## config.mk

```make
export PLATFORM = sky130hd
export DESIGN_NAME = life_grid
export DESIGN_NICKNAME = d
export VERILOG_FILES = /design/src/rtl/life_grid.sv
export SDC_FILE = /design/constraint.sdc
export NUM_CORES = 1
export LEC_CHECK = 0
export CAP_MARGIN = 5
export CORE_ASPECT_RATIO = 1.1
export CORE_MARGIN = 2
export CORE_UTILIZATION = 25
export DETAILED_ROUTE_END_ITERATION = 6
export DONT_BUFFER_PORTS = 1
export GPL_ROUTABILITY_DRIVEN = 0
export PLACE_DENSITY_LB_ADDON = 0.3
export SLEW_MARGIN = 20
export SYNTH_ARGS = -nofsm -noshare
export SYNTH_HDL_FRONTEND = slang
export SYNTH_SLANG_ARGS = --single-unit
```

## constraint.sdc

```tcl
create_clock -name clk_i -period 7 [get_ports clk_i]
set_input_delay 1.05 -clock clk_i [delete_from_list [all_inputs] [get_ports clk_i]]
set_output_delay 1.05 -clock clk_i [all_outputs]
set_load 0.005 [all_outputs]
```

## src/rtl/life_grid.sv

```systemverilog
// Game-of-Life array engine: a WIDTH x HEIGHT grid held in flops that
// advances one full generation per clock while running.
// Birth/survive rule masks and the edge mode are captured at start.
// A run stops early when the grid dies out or stops changing.
module life_grid #(
  parameter int unsigned WIDTH  = 8,
  parameter int unsigned HEIGHT = 8,
  parameter int unsigned GEN_W  = 16
) (
  input  logic                       clk_i,
  input  logic                       rst_ni,
  input  logic                       load_en_i,
  input  logic [$clog2(HEIGHT)-1:0]  load_row_i,
  input  logic [WIDTH-1:0]           load_data_i,
  input  logic                       start_i,
  input  logic [GEN_W-1:0]           run_steps_i,
  input  logic [8:0]                 rule_birth_i,
  input  logic [8:0]                 rule_survive_i,
  input  logic                       wrap_i,
  output logic                       busy_o,
  output logic                       done_o,
  output logic [WIDTH*HEIGHT-1:0]    grid_o,
  output logic [GEN_W-1:0]           gen_count_o,
  output logic                       extinct_o,
  output logic                       stable_o
);

  localparam int unsigned Cells = WIDTH * HEIGHT;
  localparam int unsigned RowW  = $clog2(HEIGHT);
  localparam int          W     = int'(WIDTH);
  localparam int          H     = int'(HEIGHT);

  typedef enum logic [0:0] {StIdle, StRun} state_e;

  state_e             state_q, state_d;
  logic [Cells-1:0]   grid_q, grid_d;
  logic [GEN_W-1:0]   gen_q, gen_d;
  logic [GEN_W-1:0]   rem_q, rem_d;
  logic [8:0]         birth_q, birth_d;
  logic [8:0]         surv_q, surv_d;
  logic               wrap_q, wrap_d;
  logic               stable_q, stable_d;
  logic               done_q, done_d;
  logic               pend_q, pend_d;
  logic [Cells-1:0]   next_grid;

  // Value of cell (r, c) where r/c may lie one step outside the array.
  // Torus mode folds the index back in; otherwise outside cells are dead.
  function automatic logic cell_at(input logic [Cells-1:0] g, input int r, input int c,
                                   input logic w);
    int rr;
    int cc;
    rr = r;
    cc = c;
    if (w) begin
      if (rr < 0) rr = H - 1;
      else if (rr >= H) rr = 0;
      if (cc < 0) cc = W - 1;
      else if (cc >= W) cc = 0;
    end else if (rr < 0 || rr >= H || cc < 0 || cc >= W) begin
      return 1'b0;
    end
    return g[rr*W + cc];
  endfunction

  // Successor generation for every cell, using the registered rules.
  always_comb begin
    logic [3:0] n;
    next_grid = '0;
    n         = '0;
    for (int r = 0; r < H; r++) begin
      for (int c = 0; c < W; c++) begin
        n = '0;
        for (int dr = -1; dr <= 1; dr++) begin
          for (int dc = -1; dc <= 1; dc++) begin
            if (!(dr == 0 && dc == 0)) begin
              n = n + {3'b000, cell_at(grid_q, r + dr, c + dc, wrap_q)};
            end
          end
        end
        next_grid[r*W + c] = grid_q[r*W + c] ? surv_q[n] : birth_q[n];
      end
    end
  end

  // Control: loading and start handling in idle, generation stepping in run.
  always_comb begin
    state_d  = state_q;
    grid_d   = grid_q;
    gen_d    = gen_q;
    rem_d    = rem_q;
    birth_d  = birth_q;
    surv_d   = surv_q;
    wrap_d   = wrap_q;
    stable_d = stable_q;
    done_d   = 1'b0;
    pend_d   = 1'b0;

    unique case (state_q)
      StIdle: begin
        if (pend_q) begin
          // Start arrived together with a load; parameters were captured last
          // cycle and are now judged against the freshly loaded grid.
          if (rem_q == '0 || grid_q == '0) begin
            done_d = 1'b1;
          end else begin
            state_d = StRun;
          end
        end else begin
          if (load_en_i) begin
            // Row indices past the last row match no row and are dropped.
            for (int r = 0; r < H; r++) begin
              if (load_row_i == RowW'(r)) begin
                grid_d[r*W +: WIDTH] = load_data_i;
              end
            end
            stable_d = 1'b0;
          end
          if (start_i) begin
            rem_d    = run_steps_i;
            birth_d  = rule_birth_i;
            surv_d   = rule_survive_i;
            wrap_d   = wrap_i;
            gen_d    = '0;
            stable_d = 1'b0;
            if (load_en_i) begin
              pend_d = 1'b1;
            end else if (run_steps_i == '0 || grid_q == '0) begin
              done_d = 1'b1;
            end else begin
              state_d = StRun;
            end
          end
        end
      end

      StRun: begin
        grid_d   = next_grid;
        gen_d    = (gen_q == '1) ? gen_q : gen_q + GEN_W'(1);
        rem_d    = rem_q - GEN_W'(1);
        stable_d = (next_grid == grid_q);
        if (rem_q == GEN_W'(1) || next_grid == grid_q || next_grid == '0) begin
          state_d = StIdle;
          done_d  = 1'b1;
        end
      end

      default: begin
        state_d = StIdle;
      end
    endcase
  end

  // State registers with asynchronous active-low reset.
  always_ff @(posedge clk_i or negedge rst_ni) begin
    if (!rst_ni) begin
      state_q  <= StIdle;
      grid_q   <= '0;
      gen_q    <= '0;
      rem_q    <= '0;
      birth_q  <= '0;
      surv_q   <= '0;
      wrap_q   <= 1'b0;
      stable_q <= 1'b0;
      done_q   <= 1'b0;
      pend_q   <= 1'b0;
    end else begin
      state_q  <= state_d;
      grid_q   <= grid_d;
      gen_q    <= gen_d;
      rem_q    <= rem_d;
      birth_q  <= birth_d;
      surv_q   <= surv_d;
      wrap_q   <= wrap_d;
      stable_q <= stable_d;
      done_q   <= done_d;
      pend_q   <= pend_d;
    end
  end

  // Output mapping.
  always_comb begin
    busy_o      = (state_q == StRun);
    done_o      = done_q;
    grid_o      = grid_q;
    gen_count_o = gen_q;
    extinct_o   = (grid_q == '0);
    stable_o    = stable_q;
  end

endmodule
```

[After elaboration in Yosys (flattened, before gate mapping)]
Cells that the tools add are included.
Word-level totals
  flip-flop bits (word level): 119
  logic and storage cells: 1151
Operators by class
  add/subtract/negate cells: 482
  order comparisons: 100
  equal/unequal tests: 23
  multiplexer cells: 506
  bitwise gates (word level): 2
  reduce and logical (&&, ||, !) cells: 21
Operators by type and width (count)
  $lt A32 B8 Y1 const B: 36
  $add A4 B1 Y4: 256
  $bmux W1 S4: 128
  $lt A4 B5 Y1 const B: 64
  $mux W1: 319
  $add A3 B1 Y4: 64
  $add A32 B4 Y32 const B: 8
  $add A7 B32 Y32 const A: 8
  $bmux W1 S6: 34
  $add A2 B1 Y3: 64
  $add A1 B1 Y2: 64
  $add A32 B3 Y32 const B: 4
  $add A32 B32 Y32: 4
  $add A6 B32 Y32 const A: 4
  $logic_not A64 Y1: 2
  $mux W64: 2
  $pmux W64 S2: 1
  $mux W16: 5
  $add A32 B2 Y32 const B: 2
  $add A5 B32 Y32 const A: 2
  $eq A64 B64 Y1: 1
  $mux W8: 8
  $pmux W16 S2: 2
  $logic_not A16 Y1: 2
  other kinds (18): 50

[Longest topological paths before layout]
  depth after elaboration: 21
  depth in mapped cells: 21
  gate-level depth less buffers: 19

[Least setup slack after synthesis]
Ideal clock, no wire load.
  path kind: flip-flop to flip-flop
  from: reg grid_q[34] (netlist: grid_o[34])
  to: reg state_q (netlist: busy_o)
  arrival: 5.724 ns
  required time: 6.864 ns
  setup slack: 1.140 ns
  cell stages (with the launch flop): 18
  buffers on the path: 1
  clock period less this slack: 5.860 ns
  path through: dfrtp_1 -> inv_1 -> fa_1 -> fa_1 -> fa_1 -> inv_1 -> ha_1 -> fa_1 -> buf_6 -> mux4_1 -> mux2_2 -> a32o_1 -> a2111oi_2 -> nand4_1 -> or4_1 -> or4_4 -> o2111ai_2 -> o31ai_1
On the way
  longest elaborated chain between the ends: 19
Ends and longest elaborated chain
  from (decl): RTL line 36  | logic [Cells-1:0] grid_q, grid_d;
  from (signal assigned): RTL line 169  | grid_q <= grid_d;
  $bmux W1 S6: RTL line 63  | return g[rr*W + cc];
  $mux W1 (implied by the code) (2 in series): RTL line 63
  $mux W1: RTL line 63
  $add A1 B1 Y2: RTL line 77  | n = n + {3'b000, cell_at(grid_q, r + dr, c + dc, wrap_q)};
  $add A2 B1 Y3: RTL line 77
  $add A3 B1 Y4: RTL line 77
  $add A4 B1 Y4 (4 in series): RTL line 77
  $bmux W1 S4: RTL line 81  | next_grid[r*W + c] = grid_q[r*W + c] ? surv_q[n] : birth_q[n];
  $mux W1 (implied by the code): RTL line 81
  $mux W1: RTL line 81
  $eq A64 B64 Y1: RTL line 142  | if (rem_q == GEN_W'(1) || next_grid == grid_q || next_grid == '0) begin
  $logic_or A1 B1 Y1 (2 in series): RTL line 142
  $mux W1: RTL line 142
  $pmux W1 S2 *: RTL line 99  | unique case (state_q)
  named net state_d: RTL line 35  | state_e state_q, state_d;
  to (signal assigned): RTL line 157  | state_q <= StIdle;
  to (signal assigned): RTL line 168  | state_q <= state_d;
  to (decl): RTL line 35
The timed path passes the listed nets; every way through them passes the cells marked *. The select of a mux whose other input is x is not followed.
A chain may end at the register's enable or synchronous reset.

[Worst setup path after layout]
  from: reg wrap_q
  to: reg state_q (netlist: busy_o)
On the way
  longest elaborated chain between the ends: 21
Ends and longest elaborated chain
  from (decl): RTL line 41  | logic wrap_q, wrap_d;
  from (signal assigned): RTL line 174  | wrap_q <= wrap_d;
  $mux W32: RTL line 55  | if (w) begin
  $add A32 B32 Y32, or another cell as far along: RTL line 63
  $bmux W1 S6: RTL line 63
  $mux W1 (implied by the code) (2 in series): RTL line 63
  $mux W1: RTL line 63
  $add A1 B1 Y2: RTL line 77
  $add A2 B1 Y3: RTL line 77
  $add A3 B1 Y4: RTL line 77
  [... 5 more ...]
  $mux W1 (implied by the code): RTL line 81
  $mux W1: RTL line 81
  $eq A64 B64 Y1: RTL line 142
  $logic_or A1 B1 Y1: RTL line 142
  $logic_or A1 B1 Y1 *: RTL line 142
  $mux W1 *: RTL line 142
  $pmux W1 S2 *: RTL line 99
  named net state_d: RTL line 35
Marks and branches as above.

==> results.cfg <==
[logic_synthesis]
async_flop_share_pct = 100
synth-seq-cells = 119
seq_area_frac_synth_pct = 10.4
synth_edf_count = 0
synthesis.area_um2 = 28700
synth.distinct_cells = 86
ys.flop_type = dfrtp_1
syn_nets = 3553
avgSynthCellArea_um2 = 9.49
yosysWarnings = 0
syn_inst = 3024

[timing]
max_slew.worst_pin.slew_ns = 1.06
period_share_pct = 96.1
slew_viol_final = 0
setup_tns_ns = 0
rsz0062_at_grt = false
maxSlewHeadroom_pct = 27.4
hold_viol_final = 0
period_needed_ns = 6.73
finalSetupViolations = 0
clock_skew_ns = 0.0248
max_freq_ghz = 0.149

[clock_network]
clockBufferDepth = 2
numCtsBuffers = 17
clkSlewWorstSetupHoldPaths_ns = 0.08
cts_setup_buffers = 0
cts_tree = built
cts_htree_levels = 4
cts_root_buf = clkbuf_16
clk_latency_ns = 0.52
hold_buffers = 0
cts_resized = 0
cts_sinks = 119

[place]
port_buffers = 0
dp_hpwl_mm = 103

[critical_path]
reg2regPathDepth = 17
reg2reg_slack_ns = 0.27
critPathLaunchType = flop
cp-startpoint = wrap_q
cp_data_required_time_ns = 7.38
r2r-start = wrap_q
reg2reg_to = busy_o
crit_path_end_kind = flop
cp_max_fo = 15
path_class = flop to flop
endpoint = busy_o
critPathArrivalTime_ns = 7.11

[floorplan]
start_util_pct = 25.2
die_y_um = 359
core-area_um2 = 114000
ioPinCount = 134
die_x_um = 327
die_area_um2 = 117000
rows = 130

[grt]
antenna_found_initial = 10
grt_max_degree = 120
grt_overflow = 0
groute.usage.overall_pct = 22.9
grt_pass1_wl_mm = 194
grt_pass1_vias = 25500

[route]
maxUsedRoutingLayer = met5
wl_met3_mm = 15.6
met2_length_mm = 59.5
viasPerCell = 5.85
drtAntennaViolNets = 0
met1_length_mm = 51.7
vias = 26400
drt_wl_total_mm = 136
drt_iter0_drc = 2987
avgRoutedWirePerCell_um = 30.2
drc = 1
first_pass_iters = 7

[final_layout]
drive_gt1_share_pct = 17.1
syn_to_final_growth_pct = 10.3
n_fill_cell = 12000
nets = 3499

[status]
status = complete, but fails checks
failed_checks = design-rule violations

[flow_run]
cap_violations = 0

[min_path]
hold_class = input port to asynchronous set/reset pin
-- flip-flops by register name (all words and copies together) (netlist names) --
register and flops:
grid_o 64, pend_q 1, busy_o 1, birth_q 9, rem_q 16, wrap_q 1, surv_q 9, done_o 1
gen_count_o 16, stable_o 1
-- how the worst min path moves through the flow --
| stage | to | slack, ns | cells past startpoint |
|---|---|---|---|
| 2_1_floorplan | rem_q[0] | 0.48 | 1 |
| 3_3_place_gp | rem_q[0] | 0.52 | 1 |
| 3_5_place_dp | rem_q[0] | 0.52 | 1 |
| 4_1_cts | rem_q[7] | 0.21 | 0 |
| 5_1_grt | rem_q[9] | 0.21 | 0 |
| 6_report | rem_q[9] | 0.23 | 0 |
-- cell type report --
cell class | count | area (um^2) | area share (%)
Timing Repair Buffer | 163 | 1290 | 4.07
Clock inverter | 15 | 173 | 0.546
Inverter | 358 | 1340 | 4.25
Clock buffer | 17 | 425 | 1.34
Multi-Input combinational cell | 2311 | 23500 | 74.2
Tap cell | 1518 | 1900 | 6.00
Sequential cell | 119 | 3000 | 9.50
Antenna cell | 6 | 15.0 | 0.0475
-- per-stage QoR --
stage,utilization [%],hold slack (ns),worst slack [ns],instances,instance area (um^2)
after CTS,27.7,0.207,0.370,4501,31600
after global placement,27.2,0.525,0.411,4469,31000
after floorplan,-,0.477,1.14,3024,28700
final,27.7,0.228,0.270,4507,31600
after global routing,27.7,0.212,0.214,4502,31600
after detailed placement,27.2,0.517,0.387,4469,31000
-- cells in the mapped netlist (all sizes together) (12+ instances only) --
master	instances	share of area [%]
and3	17	0.37
o21ai	92	1.6
mux2	74	2.9
a2111oi	30	0.96
a21o	50	1.3
o211ai	20	0.52
a211oi	42	1.1
clkbuf	208	2.7
nand3	80	1.4
nor2	143	1.9
mux2i	179	6.2
nand4	48	1.0
mux4	196	15
o221ai	12	0.37
ha	224	9.8
o31ai	20	0.52
nor2b	38	0.83
or4	14	0.38
dfrtp	119	10
and2	34	0.74
buf	28	0.46
a21oi	133	2.3
inv	357	4.7
nand2	173	2.3
xnor2	42	1.3
xor2	59	1.8
nor4	29	0.63
nor3b	18	0.47
nor3	29	0.51
nand3b	12	0.31
a31oi	31	0.68
fa	255	18
nand2b	23	0.50
-- cell families (layout without fill, tap and decap cells) --
kind of cell	Yosys count	in the layout	synth area share [%]
simple gates	709	709	12.8
buf+inv	594	553	7.87
compound gates	573	573	13.7
fa+ha+maj	479	479	27.6
mux	449	449	24.6
flops	119	119	10.4
xor+xnor	101	101	3.11
other cells	0	6	0
-- per-layer routing --
metal  vias to the layer above  global-route usage (%)
met1                     13300                    28.8
met3                       403                    6.80
met2                      1723                    34.8
met4                        10                    13.5
li1                      10900                       -
met5                         -                       0
-- layout by cell type, fill, tap and decap left out, drive strengths merged, types with 10 or more instances in the layout --
master     n
a22oi     11
inv      368
clkbuf    17
a311oi    11
o21ai     92
and4      10
nor2b     38
a32oi     10
nor3b     18
or4       14
a211oi    42
buf      163
nand3     80
mux2      74
xnor2     42
and3      17
a21boi    10
xor2      59
a21oi    133
nor4      29
mux2i    179
o211ai    20
a21o      50
and2      34
a31oi     31
nand3b    12
dfrtp    119
fa       255
nand4     48
ha       224
o31ai     20
a2111oi   30
nor3      29
nand2    173
o221ai    12
nor2     143
nand2b    23
mux4     196
-- critical path, cell delays in order, from the launching register on --
cell and delay (ns):
dfrtp_1 0.42, buf_4 0.25, nand2_1 0.16, fa_1 0.49, fa_1 0.54, fa_1 0.53
inv_1 0.04, ha_1 0.20, fa_1 0.64, mux4_2 0.54, a22oi_1 0.50, o32ai_1 0.26
a211oi_1 0.51, o2111ai_1 0.18, or4_1 0.54, or4_4 0.44, o2111ai_2 0.19, o31ai_1 0.14
Power is left out: the tool's default activity adds up to more than one toggle a clock period on the data nets, which glitch-free logic cannot reach.
